**src/rtl/tetris_pkg.sv**
```systemverilog
// Shared definitions for the tetris move datapath: field size, predictor
// select encoding and the move scheduler state set.
package tetris_pkg;

  localparam int FIELD_W = 20;
  localparam int FIELD_H = 20;

  // moveSel encoding; the low two bits of the real moves double as the
  // index of the matching pending flag in the request arbiter.
  localparam logic [2:0] MV_LEFT  = 3'd0;
  localparam logic [2:0] MV_RIGHT = 3'd1;
  localparam logic [2:0] MV_ROT   = 3'd2;
  localparam logic [2:0] MV_DOWN  = 3'd3;
  localparam logic [2:0] MV_CHECK = 3'd4;

  typedef enum logic [2:0] {
    SPAWN_WAIT,
    SPAWN_CHECK,
    IDLE,
    EVAL,
    LOCK,
    CLEAR_WAIT,
    OVER
  } sched_state_e;

endpackage

```
**src/rtl/move_scheduler_if.sv**
```systemverilog
// Bundle between the move scheduler and its surroundings: player/gravity
// requests, the shared predictor, the field write strobe and the
// line-clear / piece-generator handshakes.
interface move_scheduler_if;

  logic        reqLeft;
  logic        reqRight;
  logic        reqRotate;
  logic        reqDown;
  logic        tick;

  logic [2:0]  moveSel;
  logic [15:0] curBlock;
  logic [4:0]  curX;
  logic [4:0]  curY;
  logic        predOK;
  logic        predTouch;
  logic [15:0] predRotBlock;

  logic        fieldWe;
  logic        clearReq;
  logic        clearDone;
  logic        spawnReq;
  logic        spawnAck;
  logic [15:0] spawnBlock;

  logic        gameOver;
  logic        busy;

  // Scheduler side.
  modport master (
    input  reqLeft, reqRight, reqRotate, reqDown, tick,
    input  predOK, predTouch, predRotBlock,
    input  clearDone, spawnAck, spawnBlock,
    output moveSel, curBlock, curX, curY,
    output fieldWe, clearReq, spawnReq, gameOver, busy
  );

  // Environment side: keyboard, gravity, predictors, field, clear, generator.
  modport slave (
    output reqLeft, reqRight, reqRotate, reqDown, tick,
    output predOK, predTouch, predRotBlock,
    output clearDone, spawnAck, spawnBlock,
    input  moveSel, curBlock, curX, curY,
    input  fieldWe, clearReq, spawnReq, gameOver, busy
  );

endinterface

```
**src/rtl/move_req_arbiter.sv**
```systemverilog
// Pending-request latches with a drop gate, left/right cancellation and a
// fixed-priority (down > rotate > left/right) grant for the scheduler.
module move_req_arbiter
  import tetris_pkg::*;
(
  input  logic       clk,
  input  logic       resetn,
  input  logic       reqLeft,
  input  logic       reqRight,
  input  logic       reqRotate,
  input  logic       reqDown,
  input  logic       tick,
  input  logic       accept,
  input  logic       flush,
  output logic       grantValid,
  output logic [2:0] grantSel
);

  // Flag order {DN, ROT, R, L} so a flag index equals its moveSel code.
  logic [3:0] pend_q;
  logic [3:0] pend_d;
  logic [3:0] live;

  // Opposing left+right cancel each other when the scheduler arbitrates;
  // the survivors are priority encoded in the same cycle.
  always_comb begin
    live = pend_q;
    if (accept && pend_q[0] && pend_q[1]) begin
      live[1:0] = 2'b00;
    end
    grantValid = |live;
    grantSel   = MV_CHECK;
    if (live[3]) begin
      grantSel = MV_DOWN;
    end else if (live[2]) begin
      grantSel = MV_ROT;
    end else if (live[0]) begin
      grantSel = MV_LEFT;
    end else if (live[1]) begin
      grantSel = MV_RIGHT;
    end
  end

  // Next flags: flush empties and drops, otherwise consume the winner and
  // merge this cycle's pulses (tick and reqDown share one flag).
  always_comb begin
    pend_d = 4'b0000;
    if (!flush) begin
      pend_d = live;
      if (accept && grantValid) begin
        pend_d[grantSel[1:0]] = 1'b0;
      end
      pend_d = pend_d | {reqDown | tick, reqRotate, reqRight, reqLeft};
    end
  end

  // Pending flag register.
  always_ff @(posedge clk or negedge resetn) begin
    if (!resetn) begin
      pend_q <= 4'b0000;
    end else begin
      pend_q <= pend_d;
    end
  end

endmodule

```
**src/rtl/move_scheduler.sv**
```systemverilog
// Move sequencer: arbitrates player/gravity requests onto the shared
// predictor, commits legal moves to the piece registers and walks the
// lock -> line-clear -> spawn sequence, ending in a sticky game-over.
module move_scheduler
  import tetris_pkg::*;
#(
  parameter logic [4:0] SPAWN_X = 5'd8,
  parameter logic [4:0] SPAWN_Y = 5'd0
)
(
  input logic              clk,
  input logic              resetn,
  move_scheduler_if.master bus
);

  sched_state_e state_q;
  logic [2:0]   moveSel_q;
  logic [15:0]  curBlock_q;
  logic [4:0]   curX_q;
  logic [4:0]   curY_q;
  logic         fieldWe_q;
  logic         clearReq_q;
  logic         spawnReq_q;
  logic         gameOver_q;
  logic         busy_q;
  logic         armed_q;

  logic         grantValid;
  logic [2:0]   grantSel;
  logic         accept;
  logic         flush;

  assign accept = (state_q == IDLE);
  assign flush  = !((state_q == IDLE) || (state_q == EVAL));

  move_req_arbiter u_arb (
    .clk        (clk),
    .resetn     (resetn),
    .reqLeft    (bus.reqLeft),
    .reqRight   (bus.reqRight),
    .reqRotate  (bus.reqRotate),
    .reqDown    (bus.reqDown),
    .tick       (bus.tick),
    .accept     (accept),
    .flush      (flush),
    .grantValid (grantValid),
    .grantSel   (grantSel)
  );

  // Main FSM with registered outputs; armed_q blanks a spawnAck that lands
  // on the first edge after reset release.
  always_ff @(posedge clk or negedge resetn) begin
    if (!resetn) begin
      state_q    <= SPAWN_WAIT;
      moveSel_q  <= MV_CHECK;
      curBlock_q <= 16'h0000;
      curX_q     <= SPAWN_X;
      curY_q     <= SPAWN_Y;
      fieldWe_q  <= 1'b0;
      clearReq_q <= 1'b0;
      spawnReq_q <= 1'b1;
      gameOver_q <= 1'b0;
      busy_q     <= 1'b1;
      armed_q    <= 1'b0;
    end else begin
      armed_q <= 1'b1;
      case (state_q)
        SPAWN_WAIT: begin
          if (bus.spawnAck && armed_q) begin
            curBlock_q <= bus.spawnBlock;
            curX_q     <= SPAWN_X;
            curY_q     <= SPAWN_Y;
            moveSel_q  <= MV_CHECK;
            spawnReq_q <= 1'b0;
            state_q    <= SPAWN_CHECK;
          end
        end
        SPAWN_CHECK: begin
          if (bus.predOK) begin
            busy_q  <= 1'b0;
            state_q <= IDLE;
          end else begin
            gameOver_q <= 1'b1;
            state_q    <= OVER;
          end
        end
        IDLE: begin
          if (grantValid) begin
            moveSel_q <= grantSel;
            busy_q    <= 1'b1;
            state_q   <= EVAL;
          end
        end
        EVAL: begin
          busy_q  <= 1'b0;
          state_q <= IDLE;
          case (moveSel_q)
            MV_LEFT:  if (bus.predOK) curX_q <= curX_q - 5'd1;
            MV_RIGHT: if (bus.predOK) curX_q <= curX_q + 5'd1;
            MV_ROT:   if (bus.predOK) curBlock_q <= bus.predRotBlock;
            MV_DOWN: begin
              if (bus.predOK && !bus.predTouch) begin
                curY_q <= curY_q + 5'd1;
              end else begin
                busy_q    <= 1'b1;
                fieldWe_q <= 1'b1;
                state_q   <= LOCK;
              end
            end
            default: ;
          endcase
        end
        LOCK: begin
          fieldWe_q  <= 1'b0;
          clearReq_q <= 1'b1;
          state_q    <= CLEAR_WAIT;
        end
        CLEAR_WAIT: begin
          if (bus.clearDone) begin
            clearReq_q <= 1'b0;
            spawnReq_q <= 1'b1;
            state_q    <= SPAWN_WAIT;
          end
        end
        OVER: begin
          gameOver_q <= 1'b1;
          busy_q     <= 1'b1;
        end
        default: begin
          state_q <= SPAWN_WAIT;
        end
      endcase
    end
  end

  assign bus.moveSel  = moveSel_q;
  assign bus.curBlock = curBlock_q;
  assign bus.curX     = curX_q;
  assign bus.curY     = curY_q;
  assign bus.fieldWe  = fieldWe_q;
  assign bus.clearReq = clearReq_q;
  assign bus.spawnReq = spawnReq_q;
  assign bus.gameOver = gameOver_q;
  assign bus.busy     = busy_q;

endmodule

```
**src/flat_wrapper.sv**
```systemverilog
// flat-port wrapper written by rule: the top's interface ports become plain ports
module move_scheduler_flat import tetris_pkg::*;
#(
  parameter logic [4:0] SPAWN_X = 5'd8,
  parameter logic [4:0] SPAWN_Y = 5'd0
)
  (clk, resetn, bus_reqLeft, bus_reqRight, bus_reqRotate, bus_reqDown, bus_tick, bus_predOK, bus_predTouch, bus_predRotBlock, bus_clearDone, bus_spawnAck, bus_spawnBlock, bus_moveSel, bus_curBlock, bus_curX, bus_curY, bus_fieldWe, bus_clearReq, bus_spawnReq, bus_gameOver, bus_busy);
  move_scheduler_if bus_i ();
  input logic clk;
  input logic resetn;
  input wire logic [$bits(bus_i.reqLeft)-1:0] bus_reqLeft;
  input wire logic [$bits(bus_i.reqRight)-1:0] bus_reqRight;
  input wire logic [$bits(bus_i.reqRotate)-1:0] bus_reqRotate;
  input wire logic [$bits(bus_i.reqDown)-1:0] bus_reqDown;
  input wire logic [$bits(bus_i.tick)-1:0] bus_tick;
  input wire logic [$bits(bus_i.predOK)-1:0] bus_predOK;
  input wire logic [$bits(bus_i.predTouch)-1:0] bus_predTouch;
  input wire logic [$bits(bus_i.predRotBlock)-1:0] bus_predRotBlock;
  input wire logic [$bits(bus_i.clearDone)-1:0] bus_clearDone;
  input wire logic [$bits(bus_i.spawnAck)-1:0] bus_spawnAck;
  input wire logic [$bits(bus_i.spawnBlock)-1:0] bus_spawnBlock;
  output wire logic [$bits(bus_i.moveSel)-1:0] bus_moveSel;
  output wire logic [$bits(bus_i.curBlock)-1:0] bus_curBlock;
  output wire logic [$bits(bus_i.curX)-1:0] bus_curX;
  output wire logic [$bits(bus_i.curY)-1:0] bus_curY;
  output wire logic [$bits(bus_i.fieldWe)-1:0] bus_fieldWe;
  output wire logic [$bits(bus_i.clearReq)-1:0] bus_clearReq;
  output wire logic [$bits(bus_i.spawnReq)-1:0] bus_spawnReq;
  output wire logic [$bits(bus_i.gameOver)-1:0] bus_gameOver;
  output wire logic [$bits(bus_i.busy)-1:0] bus_busy;
  assign bus_i.reqLeft = bus_reqLeft;
  assign bus_i.reqRight = bus_reqRight;
  assign bus_i.reqRotate = bus_reqRotate;
  assign bus_i.reqDown = bus_reqDown;
  assign bus_i.tick = bus_tick;
  assign bus_i.predOK = bus_predOK;
  assign bus_i.predTouch = bus_predTouch;
  assign bus_i.predRotBlock = bus_predRotBlock;
  assign bus_i.clearDone = bus_clearDone;
  assign bus_i.spawnAck = bus_spawnAck;
  assign bus_i.spawnBlock = bus_spawnBlock;
  assign bus_moveSel = bus_i.moveSel;
  assign bus_curBlock = bus_i.curBlock;
  assign bus_curX = bus_i.curX;
  assign bus_curY = bus_i.curY;
  assign bus_fieldWe = bus_i.fieldWe;
  assign bus_clearReq = bus_i.clearReq;
  assign bus_spawnReq = bus_i.spawnReq;
  assign bus_gameOver = bus_i.gameOver;
  assign bus_busy = bus_i.busy;
  move_scheduler #(.SPAWN_X(SPAWN_X), .SPAWN_Y(SPAWN_Y)) u_core (.clk(clk), .resetn(resetn), .bus(bus_i));
endmodule
```
**config.mk**
```make
export PLATFORM = sky130hd
export DESIGN_NAME = move_scheduler_flat
export DESIGN_NICKNAME = d
export VERILOG_FILES = /design/src/rtl/tetris_pkg.sv /design/src/rtl/move_scheduler_if.sv /design/src/rtl/move_req_arbiter.sv /design/src/rtl/move_scheduler.sv /design/src/flat_wrapper.sv
export SDC_FILE = /design/constraint.sdc
export NUM_CORES = 1
export LEC_CHECK = 0
export CAP_MARGIN = 15
export CELL_PAD_IN_SITES_DETAIL_PLACEMENT = 1
export CELL_PAD_IN_SITES_GLOBAL_PLACEMENT = 1
export CORE_UTILIZATION = 36
export DETAILED_ROUTE_END_ITERATION = 7
export GPL_TIMING_DRIVEN = 0
export HOLD_SLACK_MARGIN = 0.06
export PLACE_DENSITY = 0.95
export SYNTH_ARGS = -nofsm -noshare
export SYNTH_HDL_FRONTEND = slang
export SYNTH_SLANG_ARGS = --single-unit
export TNS_END_PERCENT = 50
```
**constraint.sdc**
```tcl
create_clock -name clk -period 2.9 [get_ports clk]
set_input_delay 0.58 -clock clk [delete_from_list [all_inputs] [get_ports clk]]
set_output_delay 0.58 -clock clk [all_outputs]
set_load 0.03 [all_outputs]
```
==> results.json, run 1 <==
{
  "gp_congestion": 0.779,
  "skew_ns": 0.00433,
  "status": "complete, no violations",
  "ys_seq_elements": 42,
  "p_total_mw": 3.37,
  "routed-via-count": 1937,
  "die_area_um2": 6290,
  "rsz0062_at_grt": "false",
  "fin_cells": 369,
  "synth_warnings": 0,
  "cts_tree": "done",
  "grt_pass1_vias": 2126,
  "synth_area_um2": 2150,
  "hold_viol": 0,
  "htreeDepth": 2,
  "avgSynthCellArea_um2": 10.1,
  "first_pass_iters": 4,
  "cts_setup_buffers": 0,
  "synth.distinct_cells": 46,
  "fin_util": 0.549,
  "area_growth_pct": 44.1,
  "nFillCells": 624,
  "grt-ovfl-total": 0,
  "synth_edf_count": 0,
  "clk_pin_slew_ns": 0.08,
  "dp.cells": 361,
  "start_util": 0.381,
  "dp_hpwl_um": 4890,
  "worstPathMaxFanout": 5,
  "hold_buffers": 0,
  "cp_top_family": "buffers and inverters",
  "remaining_drc_errors": 0,
  "p_per_area_nw_per_um2": 1090,
  "diodes": 0,
  "nets": 344,
  "required_ns": 2.32,
  "synth_cells": 212,
  "finalSetupTns_ns": 0,
  "ys_seq_area_frac": 0.491,
  "grt_max_degree": 33,
  "ys_async_sr_fraction": 1.00,
  "grt_pass1_wl_um": 10400,
  "drive_above_1_share": 0.0909,
  "slew_violations": 0,
  "startpoint_type": "flop",
  "worstSetupPathType": "flop to primary output",
  "drv_cap": 0,
  "cts_sinks": 42,
  "setup_viol": 0,
  "crit_buf_inv": 1,
  "routed_wirelength_um": 6300,
  "p_leak_nw": 1.34,
  "post_cts_resized": 0,
  "ir_drop_v": 0.000521,
  "track_usage": 0.215,
  "clockBufferDepth": 2,
  "numCtsBuffers": 5,
  "fmax_mhz": 460,
  "post-route-min-period_ns": 2.17,
  "worstPathArrival_ns": 1.59,
  "crit_chain": "clkdlybuf4s50_1",
  "numPortBuffers": 76,
  "finalCritPeriodShare": 0.749,
  "die_x_um": 79.3,
  "clock-root-buffer": "clkbuf_8",
  "chipHeight_um": 79.3,
  "clock_latency_ns": 0.29,
  "antenna_found_initial": 0,
  "synthFlopType": "dfrtp_1",
  "io_pins": 77,
  "core_region_area_um2": 5640,
  "viasPerCell": 5.25,
  "first_iter_violations": 81,
  "avgRoutedWirePerCell_um": 17.1,
  "end_kind": "primary output",
  "cpMaxStageDelayCell": "clkdlybuf4s50_1",
  "worstHoldPathType": "input pin to async pin",
  "rows": 27,
  "detail-route-antenna-nets": 0,
  "cpPeakStageDelay_ns": 0.69,
  "syn_nets": 260
}
[metrics by stage]
step | cell area [um^2] | hold slack, ns | setup slack (ns)
after floorplan | 2150 | 0.284 | 0.989
after global placement | 3000 | 0.455 | 0.114
after detailed placement | 3020 | 0.480 | 0.661
after CTS | 3100 | 0.164 | 0.717
after global routing | 3100 | 0.175 | 0.673
final | 3100 | 0.156 | 0.727
[layout by cell type (no fill, tap or decap), drive strengths merged, types with 4 or more instances in the layout]
cell	count
a21oi	28
buf	7
clkbuf	9
clkdlybuf4s50	75
dfrtp	38
dfstp	4
ha	4
inv	8
mux2i	17
nand2	9
nand2b	5
nand3	4
nor2	30
o21ai	11
[path summary, 6_finish.rpt]
| check | start | to | slack, ns | depth (start not counted) |
|---|---|---|---|---|
| setup / recovery | u_core.bus.moveSel[2]$_DFFE_PN1P_ | bus_moveSel[2] | 0.73 | 1 |
| hold / removal | resetn | u_core.bus.curBlock[15]$_DFFE_PN0P_ | 0.16 | 1 |
| setup reg to reg | u_core.bus.moveSel[1]$_DFFE_PN0P_ | u_core.bus.curX[4]$_DFFE_PN0P_ | 0.89 | 7 |
| hold reg to reg | u_core.bus.busy$_DFFE_PN1P_ | u_core.bus.busy$_DFFE_PN1P_ | 0.50 | 2 |
| max in group asynchronous | resetn | u_core.bus.curX[3]$_DFFE_PN1P_ | 2.20 | 2 |
| min in group clk | u_core.bus.busy$_DFFE_PN1P_ | u_core.bus.busy$_DFFE_PN1P_ | 0.50 | 2 |
[synthesized netlist by cell type (all sizes together), types with 2 or more instances]
cell	n	area share
a21o	2	0.0070
xor2	3	0.012
inv	8	0.014
buf	5	0.015
a2bb2oi	2	0.0081
o21ai	11	0.026
xnor2	3	0.012
o211ai	2	0.0070
nor4	3	0.0087
dfstp	4	0.049
dfrtp	38	0.44
nor3	3	0.012
mux2i	17	0.079
nand2b	5	0.015
nand3	4	0.0093
clkbuf	3	0.0052
or2	2	0.0058
a22o	2	0.0081
nor2b	2	0.0058
nand2	9	0.017
a21oi	28	0.065
o32ai	3	0.012
ha	4	0.023
nor2	30	0.052
[layer usage]
layer,GRT usage,vias up,routed length [um]
li1,-,921,-
met1,0.259,940,2700
met2,0.382,68,3100
met3,0.0483,8,408
met4,0.0600,0,82
met5,0,-,0
[flip-flops by register name, summed over array words and instances, names as in the netlist]
signal / count
u_core.armed_q: 1
u_core.bus.busy: 1
u_core.bus.clearReq: 1
u_core.bus.curBlock: 16
u_core.bus.curX: 5
u_core.bus.curY: 5
u_core.bus.fieldWe: 1
u_core.bus.gameOver: 1
u_core.bus.moveSel: 3
u_core.bus.spawnReq: 1
u_core.state_q: 3
u_core.u_arb.pend_q: 4
[area by class of cell]
| cell class | count | area [um^2] | share of cell area |
|---|---|---|---|
| repair buffers | 77 | 776 | 0.250 |
| multi-input cells | 154 | 1020 | 0.329 |
| clock buffers | 6 | 72.6 | 0.0234 |
| inverters | 8 | 30.0 | 0.00969 |
| clock inverters | 2 | 10.0 | 0.00323 |
| well taps | 72 | 90.1 | 0.0291 |
| flip-flops and latches | 42 | 1060 | 0.341 |
| plain buffers | 8 | 43.8 | 0.0141 |
[kinds of logic (layout without fill, tap and decap cells)]
family                     after synthesis  in the layout  share of synthesized area
muxes                                   18             18                     0.0843
and+or+nand+nor                         65             65                      0.159
buffers and inverters                   16            101                     0.0343
adders and majority gates                5              5                     0.0326
DFF                                     42             42                      0.491
other                                    1              1                    0.00174
AOI/OAI and AO/OA                       59             59                      0.172
xor gates and xnor gates                 6              6                     0.0244
[report_power, final]
group	total (mW)	switching (mW)	internal [mW]	leakage, nW
sequential	1.07	0.223	0.845	0.487
combinational	1.93	1.10	0.828	0.806
clock	0.369	0.202	0.167	0.0450
Power figures use the tool's default switching activity.
==> run 2, diff against run 1 <==
--- a/config.mk
+++ b/config.mk
@@ -8,11 +8,11 @@
 export CAP_MARGIN = 15
 export CELL_PAD_IN_SITES_DETAIL_PLACEMENT = 1
 export CELL_PAD_IN_SITES_GLOBAL_PLACEMENT = 1
-export CORE_UTILIZATION = 36
+export CORE_UTILIZATION = 30
 export DETAILED_ROUTE_END_ITERATION = 7
 export GPL_TIMING_DRIVEN = 0
 export HOLD_SLACK_MARGIN = 0.06
-export PLACE_DENSITY = 0.95
+export PLACE_DENSITY = 0.86
 export SYNTH_ARGS = -nofsm -noshare
 export SYNTH_HDL_FRONTEND = slang
 export SYNTH_SLANG_ARGS = --single-unit
==> constraint.sdc (replaced) <==
create_clock -name clk -period 1.9 [get_ports clk]
set_input_delay 0.38 -clock clk [delete_from_list [all_inputs] [get_ports clk]]
set_output_delay 0.38 -clock clk [all_outputs]
set_load 0.03 [all_outputs]
==> run 2 against run 1 <==
Effect of this change:
- cell area up 3.8%
- clock power up 84%
- non-clock buffer count up 2
- first-iteration DRC count down 64%
- wire length down 2.8%
- register-to-register slack worse by 0.78 ns
- critical path depth unchanged
- final cell count up 7.0%
- hold slack better by 0.33 ns
- largest cell class is now multi-input combinational cells
- highest routed layer unchanged
==> results.json, run 2 (synthesized netlist as in run 1, its figures left out) <==
{
  "grt-ovfl-total": 0,
  "drive_above_1_share": 0.120,
  "viasPerCell": 4.92,
  "grt_pass1_wl_um": 9860,
  "diodes": 0,
  "skew_ns": 0.0103,
  "numPortBuffers": 76,
  "clock-root-buffer": "clkbuf_8",
  "clockBufferDepth": 2,
  "remaining_drc_errors": 0,
  "die_area_um2": 7510,
  "avgRoutedWirePerCell_um": 15.5,
  "die_x_um": 86.7,
  "drv_cap": 0,
  "chipHeight_um": 86.7,
  "worstPathMaxFanout": 5,
  "finalCritPeriodShare": 0.977,
  "worst_pin_slew_ns": 0.506,
  "post_dp_cell_area_um2": 3050,
  "core_region_area_um2": 6870,
  "first_pass_iters": 4,
  "cts_tree": "done",
  "cpMaxStageDelayCell": "clkdlybuf4s50_1",
  "track_usage": 0.169,
  "htreeDepth": 2,
  "required_ns": 1.52,
  "worstSetupPathType": "flop to primary output",
  "dp_hpwl_um": 4660,
  "grt_max_degree": 26,
  "end_kind": "primary output",
  "rows": 30,
  "slew_violations": 0,
  "startpoint_type": "flop",
  "grt_pass1_vias": 2026,
  "antenna_found_initial": 0,
  "mostFrequentLayoutCells": "71 x clkdlybuf4s50_1, 37 x dfrtp_1, 30 x nor2_1",
  "ir_drop_v": 0.000781,
  "io_pins": 77,
  "routed_wirelength_um": 6120,
  "gp_congestion": 0.786,
  "worstPathArrival_ns": 1.48,
  "p_leak_nw": 1.39,
  "fmax_mhz": 539,
  "routed-via-count": 1942,
  "cts_sinks": 42,
  "crit_buf_inv": 1,
  "start_util": 0.313,
  "clk_pin_slew_ns": 0.08,
  "final_common_cell": "clkdlybuf4s50_1",
  "status": "complete, no violations",
  "post-route-min-period_ns": 1.86,
  "rsz0062_at_grt": "false",
  "first_iter_violations": 29,
  "final_area_um2": 3220,
  "relSlewSlack": 0.662,
  "clock_latency_ns": 0.30,
  "worstHoldPathType": "flop to flop",
  "hold_viol": 0,
  "finalSetupTns_ns": 0,
  "largest_reg_flops": 16,
  "crit_chain": "clkdlybuf4s50_1",
  "detail-route-antenna-nets": 0,
  "cpPeakStageDelay_ns": 0.71,
  "numCtsBuffers": 5,
  "area_growth_pct": 49.6,
  "nets": 346,
  "p_per_area_nw_per_um2": 1670,
  "setup_viol": 0,
  "cp_top_family": "buffers and inverters"
}
## run 2: changes by cell type in the layout (fill, tap and decap cells not counted), moves of 2 or more
| cell | before | now |
|---|---|---|
| clkbuf_8 | 5 | 8 |
| clkdlybuf4s50_1 | 75 | 71 |
| clkinv_2 | 2 | 0 |
| dlygate4sd2_1 | 0 | 3 |
| ha_1 | 4 | 2 |
| ha_4 | 0 | 2 |
## run 2: worst min-delay path: stages (launching register included)
cell,delay [ns]
dfstp_2,0.38
nand2_1,0.04
o21ai_0,0.07
## run 2: final timing paths
check / startpoint / cells after the start / slack [ns] / end
hold / removal: u_core.bus.busy$_DFFE_PN1P_ / 2 / 0.48 / u_core.bus.busy$_DFFE_PN1P_
min in group asynchronous: resetn / 2 / 0.56 / u_core.bus.curX[2]$_DFFE_PN0P_
hold reg to reg: u_core.bus.busy$_DFFE_PN1P_ / 2 / 0.48 / u_core.bus.busy$_DFFE_PN1P_
setup reg to reg: u_core.bus.moveSel[1]$_DFFE_PN0P_ / 7 / 0.11 / u_core.bus.curX[4]$_DFFE_PN0P_
max in group asynchronous: resetn / 3 / 0.76 / u_core.bus.busy$_DFFE_PN1P_
setup / recovery: u_core.bus.moveSel[0]$_DFFE_PN0P_ / 1 / 0.04 / bus_moveSel[0]
## run 2: final cells by class
cell class	count	area, um^2
plain buffers	8	43.8
clock buffers	8	110
fillers	784	3650
inverters	8	30.0
multi-input cells	154	1060
flip-flops and latches	42	1060
well taps	96	120
repair buffers	79	792
## run 2: power breakdown
group / leakage (nW) / internal, mW / switching (mW)
sequential: 0.486 / 1.29 / 0.350
clock: 0.0575 / 0.367 / 0.313
combinational: 0.842 / 1.33 / 1.72
## run 2: stage by stage
step	power (mW)	hold slack (ns)	instances	setup WS [ns]	utilization
5_1_grt	5.76	0.524	395	0.0128	0.468
4_1_cts	5.32	0.488	395	-0.00264	0.462
2_1_floorplan	3.49	0.0844	212	0.0261	-
3_3_place_gp	4.48	0.460	384	-0.670	0.442
6_report	5.37	0.482	395	0.0442	0.468
3_5_place_dp	4.63	0.362	385	-0.203	0.444
## run 2: per-layer routing
metal | wire, um | up-vias | track usage
met4 | 39 | 0 | 0.0318
met2 | 3120 | 58 | 0.311
met5 | 0 | - | 0
met3 | 377 | 6 | 0.0419
li1 | - | 926 | -
met1 | 2580 | 952 | 0.200
## run 2: what timing repair did
action                     CTS  global route
resized for setup            4             7
hold buffers                 1             0
hold endpoints to repair    17             0
setup buffers                1             0
setup endpoints to repair    4             2
pin swaps                    0             0
==> run 3, diff against run 2 <==
--- a/config.mk
+++ b/config.mk
@@ -8,8 +8,10 @@
 export CAP_MARGIN = 15
 export CELL_PAD_IN_SITES_DETAIL_PLACEMENT = 1
 export CELL_PAD_IN_SITES_GLOBAL_PLACEMENT = 1
+export CORE_ASPECT_RATIO = 0.9
 export CORE_UTILIZATION = 30
 export DETAILED_ROUTE_END_ITERATION = 7
+export GPL_ROUTABILITY_DRIVEN = 0
 export GPL_TIMING_DRIVEN = 0
 export HOLD_SLACK_MARGIN = 0.06
 export PLACE_DENSITY = 0.86
==> run 3 against run 2 <==
Effect of this change:
- highest routed layer unchanged
- sequential power barely moved
- worst setup slack improved by 0.027 ns
- clock power fell by 11%
- register-to-register slack got worse by 0.04 ns
- total power fell by 1.6%
- largest cell class unchanged
- first-iteration DRC count rose by 34%
- combinational power barely moved
- critical endpoint is now u_core.bus.curX[4]$_DFFE_PN0P_
==> results.json, run 3 (synthesized netlist as in run 1, its figures left out) <==
{
  "grt_pass1_vias": 2069,
  "rows": 28,
  "remaining_drc_errors": 0,
  "p_leak_nw": 1.39,
  "dpl_worst_slack_ns": -0.162,
  "grt_pass1_wl_um": 9920,
  "fin_util": 0.473,
  "numCtsBuffers": 5,
  "clock_latency_ns": 0.30,
  "end_kind": "flop",
  "ir_drop_v": 0.000714,
  "final_common_cell": "clkdlybuf4s50_1",
  "worstSetupPathType": "flop to flop",
  "largest_reg_flops": 16,
  "clk_pin_slew_ns": 0.08,
  "slew_violations": 0,
  "grt-ovfl-total": 0,
  "finalCritPeriodShare": 0.963,
  "dp.cells": 379,
  "io_pins": 77,
  "nets": 347,
  "drive_above_1_share": 0.113,
  "antenna_found_initial": 0,
  "core_region_area_um2": 6760,
  "mostFrequentLayoutCells": "70 x clkdlybuf4s50_1, 37 x dfrtp_1, 30 x nor2_1",
  "first_iter_violations": 39,
  "fin_cells": 390,
  "cts_tree": "done",
  "p_per_area_nw_per_um2": 1650,
  "avgRoutedWirePerCell_um": 15.8,
  "routed-via-count": 1962,
  "fin_ws_ns": 0.0711,
  "die_x_um": 91.3,
  "routed_wirelength_um": 6150,
  "r2r_slack_ns": 0.07,
  "seq_area_um2": 1060,
  "post-route-min-period_ns": 1.83,
  "start_util": 0.318,
  "startpoint_type": "flop",
  "grt_max_degree": 35,
  "clock-root-buffer": "clkbuf_8",
  "worstPathArrival_ns": 2.03,
  "fmax_mhz": 547,
  "first_pass_iters": 4,
  "finalSetupTns_ns": 0,
  "required_ns": 2.11,
  "area_growth_pct": 48.7,
  "setup_viol": 0,
  "diodes": 0,
  "worstHoldPathType": "input pin to async pin",
  "numPortBuffers": 76,
  "worstPathMaxFanout": 4,
  "multi_input_area_um2": 1060,
  "viasPerCell": 5.03,
  "hold_viol": 0,
  "chipHeight_um": 82.3,
  "die_area_um2": 7510,
  "htreeDepth": 2,
  "skew_ns": 0.00454,
  "dp_hpwl_um": 4630,
  "detail-route-antenna-nets": 0,
  "track_usage": 0.171,
  "nFillCells": 755,
  "status": "complete, no violations",
  "clockBufferDepth": 2,
  "drv_cap": 0,
  "cts_sinks": 42
}
run 3: where the power goes:
group	total, mW	internal [mW]	switching (mW)
Sequential	1.63	1.29	0.340
Combinational	3.05	1.33	1.72
Clock	0.602	0.293	0.309
run 3: what timing repair did:
action	in CTS	in global routing
setup buffers	1	1
resized for setup	4	6
endpoints found under the hold margin	8	0
hold buffers	1	0
setup endpoints to repair	4	2
run 3: final cells by class:
| cell class | count | share of cell area |
|---|---|---|
| sequential | 42 | 0.331 |
| multi-input combinational | 154 | 0.332 |
| inverter | 8 | 0.00939 |
| buffer | 8 | 0.0137 |
| clock buffer | 7 | 0.0270 |
| tap | 90 | 0.0352 |
| clock inverter | 1 | 0.00156 |
| timing repair buffer | 80 | 0.251 |
run 3: critical path, stage by stage (launching register included):
cell and delay (ns):
dfrtp_2 0.43, inv_1 0.12, nand3_4 0.13, fa_2 0.38, nand3_1 0.11, a21oi_1 0.08, or2_2 0.30, o221ai_1 0.19
run 3: final timing paths:
check	start	end	depth (start not counted)
max reg2reg	u_core.bus.moveSel[1]$_DFFE_PN0P_	u_core.bus.curX[4]$_DFFE_PN0P_	7
min	resetn	u_core.bus.curBlock[15]$_DFFE_PN0P_	2
min reg2reg	u_core.bus.busy$_DFFE_PN1P_	u_core.bus.busy$_DFFE_PN1P_	2
max in group asynchronous	resetn	u_core.bus.moveSel[2]$_DFFE_PN1P_	3
min in group clk	u_core.bus.busy$_DFFE_PN1P_	u_core.bus.busy$_DFFE_PN1P_	2
max	u_core.bus.moveSel[1]$_DFFE_PN0P_	u_core.bus.curX[4]$_DFFE_PN0P_	7
run 3: routing by layer:
metal / wire length (um) / global-route usage / up-vias
met5: 0 / 0 / -
met4: 85 / 0.0571 / 0
met3: 413 / 0.0403 / 10
met2: 2800 / 0.305 / 72
met1: 2850 / 0.207 / 951
li1: - / - / 929
run 3: through the flow:
stage                     hold slack [ns]  power (mW)  instance area, um^2
after floorplan                    0.0844        3.49                 2160
after global placement              0.455        4.49                 3030
after detailed placement            0.254        4.63                 3040
after CTS                           0.468        5.25                 3150
after global routing                0.474        5.68                 3200
final                               0.466        5.29                 3200
